## config.mk

```make
export PLATFORM = sky130hd
export DESIGN_NAME = rsa_ctrl
export DESIGN_NICKNAME = d
export VERILOG_FILES = /design/src/rtl/rsa_ctrl.sv
export SDC_FILE = /design/constraint.sdc
export NUM_CORES = 1
export LEC_CHECK = 0
export ABC_AREA = 1
export BUFFER_PORTS_ARGS = -buffer_cell sky130_fd_sc_hd__buf_4
export CORE_MARGIN = 2
export CORE_UTILIZATION = 42
export DETAILED_ROUTE_END_ITERATION = 10
export MAX_ROUTING_LAYER = met4
export PLACE_DENSITY_LB_ADDON = 0.3
export SYNTH_ARGS = -nofsm -noshare
export SYNTH_HDL_FRONTEND = slang
export SYNTH_SLANG_ARGS = --single-unit
```

## constraint.sdc

```tcl
create_clock -name clk -period 9 [get_ports clk]
set_clock_uncertainty 0.05 [all_clocks]
set_input_delay 1.8 -clock clk [delete_from_list [all_inputs] [get_ports clk]]
set_output_delay 1.8 -clock clk [all_outputs]
set_load 0.01 [all_outputs]
```

## src/rtl/rsa_ctrl.sv

```systemverilog
// rtl/rsa_ctrl.sv - RSA sequencer: keygen control, key latch, round-robin modexp sharing
module rsa_ctrl #(
  parameter int PW      = 8,
  parameter int W       = 16,
  parameter int TIMEOUT = 65535
) (
  input  logic           clk,
  input  logic           rst,
  input  logic           cfg_valid,
  output logic           cfg_ready,
  input  logic [PW-1:0]  cfg_p,
  input  logic [PW-1:0]  cfg_q,
  output logic           key_valid,
  output logic [PW-1:0]  pub_e,
  output logic [W-1:0]   pub_n,
  output logic           kg_start,
  output logic [PW-1:0]  kg_p,
  output logic [PW-1:0]  kg_q,
  input  logic [PW-1:0]  kg_e,
  input  logic [W-1:0]   kg_d,
  input  logic [W-1:0]   kg_n,
  input  logic           kg_finish,
  input  logic [1:0]     req_valid,
  output logic [1:0]     req_ready,
  input  logic [1:0]     req_op,
  input  logic [2*W-1:0] req_msg,
  output logic [1:0]     rsp_valid,
  output logic [W-1:0]   rsp_data,
  output logic           rsp_err,
  output logic           me_start,
  output logic [W-1:0]   me_base,
  output logic [W-1:0]   me_exp,
  output logic [W-1:0]   me_mod,
  input  logic [W-1:0]   me_result,
  input  logic           me_done,
  output logic           busy
);

  localparam int CW = $clog2(TIMEOUT + 1);

  typedef enum logic [2:0] {NOKEY, KEYGEN, READY, GRANT, EXEC, RESP} state_t;

  state_t         state;
  logic [W-1:0]   key_d;
  logic [CW-1:0]  tmr;
  logic           me_pend;   // operands loaded, me_start still to be issued
  logic           gsel;      // requester owning the operation in flight
  logic           last_g;    // last granted requester; reset to 1 so requester 0 wins first
  logic           pick;
  logic           pick_op;
  logic [W-1:0]   pick_msg;
  logic [1:0]     pick_vec;
  logic           tmr_expired;

  assign cfg_ready   = (state == NOKEY) || (state == READY);
  assign busy        = (state == KEYGEN) || (state == GRANT) || (state == EXEC) || (state == RESP);
  assign tmr_expired = (tmr == CW'(TIMEOUT - 1));

  // Round-robin choice: on contention take the requester not granted last
  always_comb begin
    pick     = (req_valid == 2'b11) ? ~last_g : req_valid[1];
    pick_op  = pick ? req_op[1] : req_op[0];
    pick_msg = pick ? req_msg[2*W-1:W] : req_msg[W-1:0];
    pick_vec = pick ? 2'b10 : 2'b01;
  end

  // Main sequencer; kg_finish/me_done are ignored in the start cycle so stale levels never complete a new run
  always_ff @(posedge clk) begin
    if (rst) begin
      state     <= NOKEY;
      key_valid <= 1'b0;
      pub_e     <= '0;
      pub_n     <= '0;
      key_d     <= '0;
      kg_start  <= 1'b0;
      kg_p      <= '0;
      kg_q      <= '0;
      req_ready <= 2'b00;
      rsp_valid <= 2'b00;
      rsp_data  <= '0;
      rsp_err   <= 1'b0;
      me_start  <= 1'b0;
      me_base   <= '0;
      me_exp    <= '0;
      me_mod    <= '0;
      me_pend   <= 1'b0;
      tmr       <= '0;
      gsel      <= 1'b0;
      last_g    <= 1'b1;
    end else begin
      kg_start  <= 1'b0;
      me_start  <= 1'b0;
      req_ready <= 2'b00;
      rsp_valid <= 2'b00;
      case (state)
        NOKEY: begin
          if (cfg_valid) begin
            kg_p     <= cfg_p;
            kg_q     <= cfg_q;
            kg_start <= 1'b1;
            tmr      <= '0;
            state    <= KEYGEN;
          end else if (|req_valid) begin
            req_ready <= pick_vec;
            gsel      <= pick;
            last_g    <= pick;
            rsp_data  <= '0;
            rsp_err   <= 1'b1;
            state     <= RESP;
          end
        end
        KEYGEN: begin
          if (kg_finish && !kg_start) begin
            pub_e     <= kg_e;
            key_d     <= kg_d;
            pub_n     <= kg_n;
            key_valid <= 1'b1;
            state     <= READY;
          end else if (tmr_expired) begin
            state <= NOKEY;
          end else begin
            tmr <= tmr + 1'b1;
          end
        end
        READY: begin
          if (cfg_valid) begin
            key_valid <= 1'b0;
            kg_p      <= cfg_p;
            kg_q      <= cfg_q;
            kg_start  <= 1'b1;
            tmr       <= '0;
            state     <= KEYGEN;
          end else if (|req_valid) begin
            state <= GRANT;
          end
        end
        GRANT: begin
          if (|req_valid) begin
            req_ready <= pick_vec;
            gsel      <= pick;
            last_g    <= pick;
            me_base   <= pick_msg;
            me_exp    <= pick_op ? key_d : W'(pub_e);
            me_mod    <= pub_n;
            if (pick_msg >= pub_n) begin
              rsp_data <= '0;
              rsp_err  <= 1'b1;
              state    <= RESP;
            end else begin
              me_pend <= 1'b1;
              state   <= EXEC;
            end
          end else begin
            state <= READY;
          end
        end
        EXEC: begin
          if (me_pend) begin
            me_start <= 1'b1;
            me_pend  <= 1'b0;
            tmr      <= '0;
          end else if (me_done && !me_start) begin
            rsp_data <= me_result;
            rsp_err  <= 1'b0;
            state    <= RESP;
          end else if (tmr_expired) begin
            rsp_data <= '0;
            rsp_err  <= 1'b1;
            state    <= RESP;
          end else begin
            tmr <= tmr + 1'b1;
          end
        end
        RESP: begin
          rsp_valid <= gsel ? 2'b10 : 2'b01;
          state     <= key_valid ? READY : NOKEY;
        end
        default: state <= NOKEY;
      endcase
    end
  end

endmodule

```

==> flow_metrics.py, run 1 <==
metrics = {
    "die": {
        "io_pins": 227,
        "start_util_pct": 42.5,
        "dieWidth_um": 130,
        "core_um2": 15700,
        "rows": 46,
        "dieHeight_um": 130,
        "design.die.area_um2": 16900,
    },
    "global_route": {
        "grt_pass1_vias": 6067,
        "grt_max_degree": 97,
        "grt_pass1_wl_um": 30100,
        "overflow": 0,
        "antenna_found_initial": 0,
        "grt_usage_pct": 23.3,
    },
    "worst_setup_path": {
        "cp-start-kind": "primary input",
        "cp_max_fo": 19,
        "critPathCaptureType": "flop",
        "worstSetupPathType": "in2reg",
        "slowest_delay_ns": 0.65,
        "crit_slowest_cell": "clkinv_1",
        "cp_common_cell": "nand2_1",
        "worst_ep_arrival_time_ns": 5.13,
        "required_ns": 9.30,
        "path_cells": "buf_4 -> nand2_1 -> nand2_1 -> clkinv_1 -> nand2_1 -> nand2_1 -> ha_1 -> a21oi_1 -> o21ai_0 -> a21oi_1 -> nand2_1 -> nand2_1 -> nand2_1 -> nand3_1 -> nand2_1 -> nor2_1",
        "rrSetupSlack_ns": 5.28,
    },
    "synth": {
        "yosys_warnings": 0,
        "ys_seq_elements": 150,
        "synth_fp_nets": 1068,
        "ys_types": 38,
        "ys_seq_area_share_pct": 44.9,
        "syn_area_per_cell_um2": 7.13,
        "synthCells": 937,
        "synthesis.area_um2": 6690,
    },
    "drt": {
        "drt_iter0_drc": 404,
        "routed_wl_um": 19300,
        "ant_nets": 0,
        "wl_per_cell_um": 14.1,
        "dr.pass1.iters": 6,
        "drc": 0,
        "via_count": 6587,
        "viasPerCell": 4.80,
    },
    "layout": {
        "layout_commonest_cell": "buf_4",
        "final_cell_mix": "buf_4 (229), nand2_1 (197), nor2_1 (150), dfxtp_1 (150), inv_1 (96)",
        "diodes": 0,
        "drive_above_1_share_pct": 25.7,
        "syn2layout_area_growth_pct": 35.7,
        "nets": 1274,
    },
    "sta": {
        "finalHoldViolCount": 0,
        "grt_setup_unrepaired": "false",
        "setup_tns_ns": 0,
        "clock.fmax_mhz": 207,
        "tightest_slew_ns": 1.12,
        "slew_headroom_pct": 24.8,
        "setup_viol": 0,
        "min_period_ns": 4.83,
        "slew_violations": 0,
        "fin_crit_sh_pct": 53.6,
    },
    "clock_network": {
        "clk_latency_ns": 0.42,
        "cts_tree": "yes",
        "clk_pin_slew_ns": 0.06,
        "cts_hold_buffers": 0,
        "cts-root-buf": "clkbuf_16",
        "max-clock-path-buffers": 2,
        "clock_sink_count": 150,
        "cts_resized": 0,
        "cts_setup_buffers": 0,
        "numCtsBuffers": 17,
        "htreeDepth": 4,
    },
    "power_and_ir_drop": {
        "leakage_nw": 4.39,
        "finalPower_mw": 2.21,
        "power.net_switching_mw": 0.750,
        "power_density_nw_per_um2": 244,
        "clockPowerShare_pct": 31.7,
        "p_int_mw": 1.46,
        "p_seq_share_pct": 37.4,
        "p_sw_share_pct": 33.9,
        "vdd_drop_max_uv": 134,
        "pwr-share-comb_pct": 30.9,
    },
    "placed_design": {
        "dp_hpwl_um": 13600,
        "gp_congestion": 0.890,
        "portBuffers": 226,
    },
    "worst_hold_path": {
        "hold_class": "reg2reg",
    },
    "run": {
        "cap_violations": 0,
    },
    "run_status": {
        "outcome": "completed",
    },
}
-- Yosys cell counts, drive strengths merged --
library cell,count,area share [%]
clkinv,2,0.11
nand3b,2,0.22
xor2,2,0.26
o211ai,9,1.0
nand2,205,12
nand4,8,0.97
ha,18,3.4
o21ai,107,8.2
mux2i,1,0.15
nor3,8,0.92
nor4,4,0.37
buf,17,1.4
dfxtp,150,45
clkbuf,25,1.4
a41oi,1,0.13
nor3b,1,0.11
nor2,158,9.6
a31oi,17,1.6
inv,110,6.2
nand3,35,3.0
a21oi,57,4.3
-- worst max-delay path: cells and delay by family --
family          cells  cell delay (ns)
fa+ha+maj           1             0.31
simple gates       10             1.82
buf+inv             2             0.73
compound gates      3             0.44
-- state kept, by name, summed over array words and instances, names as in the netlist --
signal,cells
rsp_err,1
pub_e,8
rsp_data,16
key_d,16
me_pend,1
kg_q,8
gsel,1
key_valid,1
pub_n,16
tmr,16
me_mod,16
me_start,1
rsp_valid,2
me_base,16
me_exp,16
kg_start,1
state,3
kg_p,8
last_g,1
req_ready,2
-- final timing paths --
path,from,endpoint,cells past startpoint
max reg2reg,last_g,rsp_data[1],15
max,req_valid[0],rsp_data[1],16
min,tmr[13],tmr[13],2
min reg2reg,tmr[13],tmr[13],2
-- stage by stage --
step / cell area, um2 / hold slack, ns / worst slack, ns / util, % / std cells
floorplan: 6690 / 0.371 / 4.85 / - / 937
global placement: 8500 / 0.389 / 3.92 / 54.1 / 1340
detailed placement: 8500 / 0.398 / 3.86 / 54.1 / 1340
CTS: 9070 / 0.406 / 4.25 / 57.7 / 1371
global route: 9070 / 0.424 / 3.83 / 57.7 / 1371
finish: 9070 / 0.401 / 4.17 / 57.7 / 1371
-- layout make-up --
cell class	instances	area (um2)
sequential	150	3000
clock inverter	10	124
fill	1485	6640
inverter	112	422
timing repair buffer	229	1720
clock buffer	21	450
tap	216	270
multi-input combinational	633	3080
-- power groups by stage --
stage          logic [mW]  registers (mW)  clock network [mW]
2_1_floorplan       0.398           0.866                   0
3_3_place_gp        0.673           0.838                   0
3_5_place_dp        0.682           0.839                   0
4_1_cts             0.687           0.826               0.709
5_1_grt             0.767           0.838               0.741
6_report            0.683           0.827               0.700
-- metal layers --
layer / track usage [%] / share of wire (%)
met1: 30.0 / 44
met2: 35.2 / 46
met3: 6.77 / 7.3
met4: 7.40 / 2.2
met5: - / 0
-- kinds of logic after synthesis --
family,Yosys count,share of synthesized area (%)
adders and majority gates,18,3.37
buffers and inverters,154,9.06
and+or+nand+nor,421,27.0
DFF,150,44.9
xor gates and xnor gates,2,0.262
AOI/OAI and AO/OA,191,15.2
muxes,1,0.150
Note: power is estimated with default switching activity, not from simulation.
==> run 2: changes to the inputs <==
--- a/config.mk
+++ b/config.mk
@@ -5,7 +5,7 @@
 export SDC_FILE = /design/constraint.sdc
 export NUM_CORES = 1
 export LEC_CHECK = 0
-export ABC_AREA = 1
+export ABC_AREA = 0
 export BUFFER_PORTS_ARGS = -buffer_cell sky130_fd_sc_hd__buf_4
 export CORE_MARGIN = 2
 export CORE_UTILIZATION = 42
==> constraint.sdc (replaced) <==
create_clock -name clk -period 4.3 [get_ports clk]
set_clock_uncertainty 0.05 [all_clocks]
set_input_delay 0.86 -clock clk [delete_from_list [all_inputs] [get_ports clk]]
set_output_delay 0.86 -clock clk [all_outputs]
set_load 0.01 [all_outputs]
==> run 2 against run 1 <==
Power grew 53%. Wire length shrank 7.1%. Sequential power grew 79%. Critical path depth shrank 5. Sequential share of layout area grew 1.1 points. Largest cell class unchanged.
==> flow_metrics.py, run 2 <==
metrics = {
    "run_status": {
        "outcome": "completed",
    },
    "synth": {
        "synth_area_leaders": "dfxtp_1 (47%), nand2_1 (14%), a21oi_1 (8.8%)",
        "syn_area_per_cell_um2": 8.07,
        "synth_most_common_cell": "nand2_1",
        "synthCells": 788,
        "ys_types": 48,
        "synthMuxAreaShare_pct": 5.67,
        "ys_seq_area_share_pct": 47.2,
        "yosys_warnings": 0,
        "synth_top_family_by_area": "simple AND/OR/NAND/NOR gates",
        "synth_edf_count": 0,
        "synth_fp_nets": 919,
        "ys_seq_elements": 150,
        "async_reset_ff_share_pct": 0,
        "synthTopCellsByCount": "nand2_1 (229), dfxtp_1 (150), a21oi_1 (112), nor2_1 (45), clkbuf_1 (42)",
        "synth_compound_area_share_pct": 12.7,
        "synth_top_area_share_pct": 47.2,
        "synth-xor-area-share_pct": 1.93,
        "synth_ff_type": "dfxtp_1",
        "yosys.area_share.adder_pct": 3.54,
        "synth_simple_gate_area_share_pct": 24.8,
        "synth_top_area_cell": "dfxtp_1",
        "synthesis.area_um2": 6360,
    },
    "worst_setup_path": {
        "cp-start-kind": "primary input",
        "timing.rr.start": "last_g",
        "required_ns": 4.59,
        "cp_max_fo": 20,
        "worst_ep_arrival_time_ns": 3.93,
        "critPathCaptureType": "flop",
        "startpoint": "req_valid[0]",
        "worstSetupPathType": "in2reg",
    },
    "die": {
        "rows": 44,
        "io_pins": 227,
        "dieHeight_um": 127,
        "start_util_pct": 43.4,
        "design.die.area_um2": 16100,
        "dieWidth_um": 127,
        "core_um2": 14600,
    },
    "clock_network": {
        "cts_setup_buffers": 0,
        "cts-root-buf": "clkbuf_16",
        "cts_tree": "yes",
        "clk_pin_slew_ns": 0.06,
        "cts_resized": 0,
        "max-clock-path-buffers": 2,
        "cts_hold_buffers": 0,
        "htreeDepth": 4,
        "clock_sink_count": 150,
        "numCtsBuffers": 17,
        "clk_latency_ns": 0.42,
    },
    "power_and_ir_drop": {
        "leakage_nw": 3.54,
        "power_density_nw_per_um2": 384,
        "vdd_drop_max_uv": 272,
        "finalPower_mw": 3.37,
    },
    "sta": {
        "tightest_slew_ns": 0.842,
        "slew_violations": 0,
        "grt_setup_unrepaired": "false",
        "setup_viol": 0,
        "hold_ws_ns": 0.390,
        "fin_crit_sh_pct": 84.5,
        "finalHoldViolCount": 0,
        "slew_headroom_pct": 43.9,
        "setup_tns_ns": 0,
        "clock.fmax_mhz": 275,
        "min_period_ns": 3.63,
    },
    "worst_hold_path": {
        "worstHoldStart": "gsel",
        "hold_class": "reg2reg",
    },
    "drt": {
        "routed_wl_um": 17900,
        "drt_iter0_drc": 338,
        "ant_nets": 0,
        "drc": 0,
        "dr.pass1.iters": 5,
        "viasPerCell": 5.08,
        "via_count": 6049,
        "wl_per_cell_um": 15.0,
    },
    "global_route": {
        "grt_pass1_vias": 5807,
        "grt_usage_pct": 22.8,
        "antenna_found_initial": 0,
        "grt_max_degree": 85,
        "overflow": 0,
        "grt_pass1_wl_um": 28900,
    },
    "layout": {
        "final_cell_mix": "buf_4 (234), nand2_1 (229), dfxtp_1 (150), a21oi_1 (112), nor2_1 (44)",
        "drive_above_1_share_pct": 29.1,
        "layout_commonest_cell": "buf_4",
        "nets": 1125,
        "syn2layout_area_growth_pct": 38.1,
        "diodes": 0,
    },
    "placed_design": {
        "dp_hpwl_um": 12500,
        "gp_congestion": 0.824,
        "portBuffers": 226,
    },
    "run": {
        "cap_violations": 0,
    },
}
## run 2: cell types whose count changed in the layout (fill, tap and decap cells not counted), moves of 17 or more
cell      change
o21ai_0      -76
inv_1        -77
mux2i_1      +17
nand2_1      +32
nor2_1      -106
nand3_1      -17
a21oi_1      +55
nand2b_1     +23
o21ai_1      -23
## run 2: report_power, final
group,switching [mW],internal (mW)
Sequential,0.0442,1.44
Combinational,0.239,0.216
Clock,0.578,0.858
Total,0.862,2.51
## run 2: critical path, cell delays in order
cell,delay [ns]
buf_4,0.13
a21boi_2,0.18
buf_12,0.20
mux2i_1,0.26
ha_1,0.26
nand2b_1,0.14
a2111oi_0,0.50
or4b_2,0.24
nand4_1,0.20
o211ai_4,0.67
mux2i_1,0.27
## run 2: layout make-up
cell class / instances / area [um2]
fillers: 1332 / 5860
clock inverters: 10 / 96.3
inverters: 19 / 71.3
clock buffers: 22 / 484
repair buffers: 235 / 1780
multi-input cells: 571 / 3120
well taps: 184 / 230
flip-flops and latches: 150 / 3000
## run 2: per-layer routing
layer  wire, um  track usage, %
met2       8550            36.6
met3       1280            5.86
met4        381            8.47
met5          0               -
met1       7700            27.8
## run 2: kinds of logic (layout without fill, tap and decap cells)
logic type               after synthesis  count (layout)
AO/OA/AOI/OAI                        143             143
XOR/XNOR                              14              14
adder cells (fa/ha/maj)               18              18
buffers and inverters                 67             286
flip-flops                           150             150
multiplexers                          34              34
AND/OR/NAND/NOR                      362             362
## run 2: worst paths after layout
kind	to	slack, ns	depth (start not counted)
hold / removal	rsp_valid[0]	0.39	1
setup reg to reg	rsp_data[7]	0.93	10
hold reg to reg	rsp_valid[0]	0.39	1
setup / recovery	rsp_data[7]	0.67	11
## run 2: metrics by stage
stage	cell area (um2)	utilization, %	instances	setup slack, ns
floorplan	6360	-	788	0.317
global placement	8200	56.0	1159	0.349
detailed placement	8200	56.0	1159	0.232
CTS	8780	60.0	1191	0.643
global route	8780	60.0	1191	0.478
finish	8780	60.0	1191	0.668
==> run 3: changes to the inputs <==
--- a/config.mk
+++ b/config.mk
@@ -5,7 +5,7 @@
 export SDC_FILE = /design/constraint.sdc
 export NUM_CORES = 1
 export LEC_CHECK = 0
-export ABC_AREA = 0
+export ABC_AREA = 1
 export BUFFER_PORTS_ARGS = -buffer_cell sky130_fd_sc_hd__buf_4
 export CORE_MARGIN = 2
 export CORE_UTILIZATION = 42
==> constraint.sdc (replaced) <==
create_clock -name clk -period 3.5 [get_ports clk]
set_clock_uncertainty 0.05 [all_clocks]
set_input_delay 0.7 -clock clk [delete_from_list [all_inputs] [get_ports clk]]
set_output_delay 0.7 -clock clk [all_outputs]
set_load 0.01 [all_outputs]
==> run 3 against run 2 <==
Via count is 12% higher. Sequential cell count stayed put. Clock power is 35% higher. First-iteration DRC count is 20% higher. Register-to-register slack worse by 0.20 ns. Power is 73% higher. Clock-buffer cell count is 2 lower. Combinational power grew to 3.9 times the previous value. Cell count is 16% higher. Die area is 4.9% higher. Critical endpoint is now rsp_data[8].
==> flow_metrics.py, run 3 (synthesis gave the netlist of run 1 again) <==
metrics = {
    "clock_network": {
        "clock_sink_count": 150,
        "numCtsBuffers": 17,
        "clk_latency_ns": 0.42,
        "cts_hold_buffers": 0,
        "htreeDepth": 4,
        "max-clock-path-buffers": 2,
        "cts_tree": "yes",
        "cts-root-buf": "clkbuf_16",
        "clk_pin_slew_ns": 0.06,
        "cts_setup_buffers": 0,
        "cts_resized": 0,
    },
    "sta": {
        "setup_viol": 0,
        "grt_setup_unrepaired": "false",
        "slew_headroom_pct": 24.7,
        "min_period_ns": 2.80,
        "setup_tns_ns": 0,
        "fin_crit_sh_pct": 80.0,
        "tightest_slew_ns": 1.12,
        "clock.fmax_mhz": 357,
        "fin_ws_ns": 0.699,
        "slew_violations": 0,
        "finalHoldViolCount": 0,
        "hold_ws_ns": 0.394,
    },
    "die": {
        "dieWidth_um": 130,
        "rows": 46,
        "core_um2": 15700,
        "design.die.area_um2": 16900,
        "dieHeight_um": 130,
        "start_util_pct": 42.5,
        "io_pins": 227,
    },
    "global_route": {
        "grt_pass1_vias": 6094,
        "antenna_found_initial": 1,
        "overflow": 0,
        "grt_pass1_wl_um": 29700,
        "grt_usage_pct": 22.9,
        "grt_max_degree": 65,
    },
    "layout": {
        "final_area_um2": 9180,
        "layout_commonest_cell": "buf_4",
        "nets": 1279,
        "syn2layout_area_growth_pct": 37.3,
        "final_cell_mix": "buf_4 (233), nand2_1 (197), nor2_1 (150), dfxtp_1 (150), inv_1 (96)",
        "drive_above_1_share_pct": 26.4,
    },
    "power_and_ir_drop": {
        "p_sw_share_pct": 33.5,
        "clockPowerShare_pct": 33.2,
        "p_seq_share_pct": 36.4,
        "p_int_mw": 3.88,
        "pwr-share-comb_pct": 30.4,
        "finalPower_mw": 5.84,
        "power_density_nw_per_um2": 636,
        "vdd_drop_max_uv": 331,
        "leakage_nw": 4.46,
        "power.net_switching_mw": 1.96,
    },
    "worst_setup_path": {
        "worst_ep_arrival_time_ns": 3.10,
        "worstSetupPathType": "in2reg",
        "required_ns": 3.80,
        "critPathCaptureType": "flop",
        "cp-start-kind": "primary input",
        "cp_max_fo": 17,
    },
    "drt": {
        "drt_iter0_drc": 404,
        "routed_wl_um": 19200,
        "viasPerCell": 4.90,
        "wl_per_cell_um": 13.9,
        "drc": 0,
        "dr.pass1.iters": 4,
        "ant_nets": 0,
        "via_count": 6756,
    },
    "placed_design": {
        "dp_hpwl_um": 13600,
        "place_area_um2": 8550,
        "gp_congestion": 0.916,
        "place_ws_ns": 0.327,
        "portBuffers": 226,
    },
    "run_status": {
        "outcome": "completed",
    },
    "worst_hold_path": {
        "hold_class": "reg2reg",
    },
    "run": {
        "cap_violations": 0,
    },
}
## run 3: metrics by stage
step | util (%) | cells
after floorplan | - | 937
after global placement | 54.4 | 1345
after detailed placement | 54.4 | 1345
after CTS | 58.4 | 1377
after global routing | 58.4 | 1378
final | 58.4 | 1378
## run 3: final timing paths
| path | startpoint | end | slack (ns) | depth (start not counted) |
|---|---|---|---|---|
| max | req_valid[0] | rsp_data[8] | 0.70 | 17 |
| min | tmr[13] | tmr[13] | 0.39 | 2 |
| min reg2reg | tmr[13] | tmr[13] | 0.39 | 2 |
| max reg2reg | last_g | rsp_data[8] | 0.73 | 16 |
## run 3: layout make-up
type | instances | area, um2
Fill cell | 1475 | 6530
Multi-Input combinational cell | 633 | 3080
Sequential cell | 150 | 3000
Timing Repair Buffer | 234 | 1770
Clock buffer | 20 | 467
Inverter | 112 | 422
Tap cell | 216 | 270
Clock inverter | 12 | 164
Antenna cell | 1 | 2.50
## run 3: per-layer routing
metal | up-vias | share of wire [%] | GRT usage, %
li1 | 3442 | - | -
met2 | 193 | 47 | 35.0
met3 | 28 | 6.1 | 5.66
met1 | 3093 | 45 | 29.5
met4 | 0 | 2.0 | 8.29
met5 | - | 0 | -
## run 3: power by group through the flow
| stage | logic [mW] | registers, mW | clock network [mW] |
|---|---|---|---|
| 6_report | 1.78 | 2.12 | 1.94 |
| 5_1_grt | 2.00 | 2.16 | 2.03 |
| 4_1_cts | 1.79 | 2.13 | 1.97 |
| 3_5_place_dp | 1.77 | 2.16 | 0 |
| 3_3_place_gp | 1.74 | 2.16 | 0 |
| 2_1_floorplan | 1.02 | 2.23 | 0 |
## run 3: critical path, stage by stage
cell      delay, ns
buf_4          0.08
nand2_1        0.04
nand2_1        0.08
clkinv_1       0.07
buf_4          0.20
nand2_1        0.10
nand2_1        0.05
ha_1           0.32
a21oi_1        0.17
o21ai_0        0.11
a21oi_1        0.29
nand2_1        0.14
nand2_1        0.08
nand2_1        0.31
nand3_1        0.17
nand2_1        0.06
nor2_1         0.12
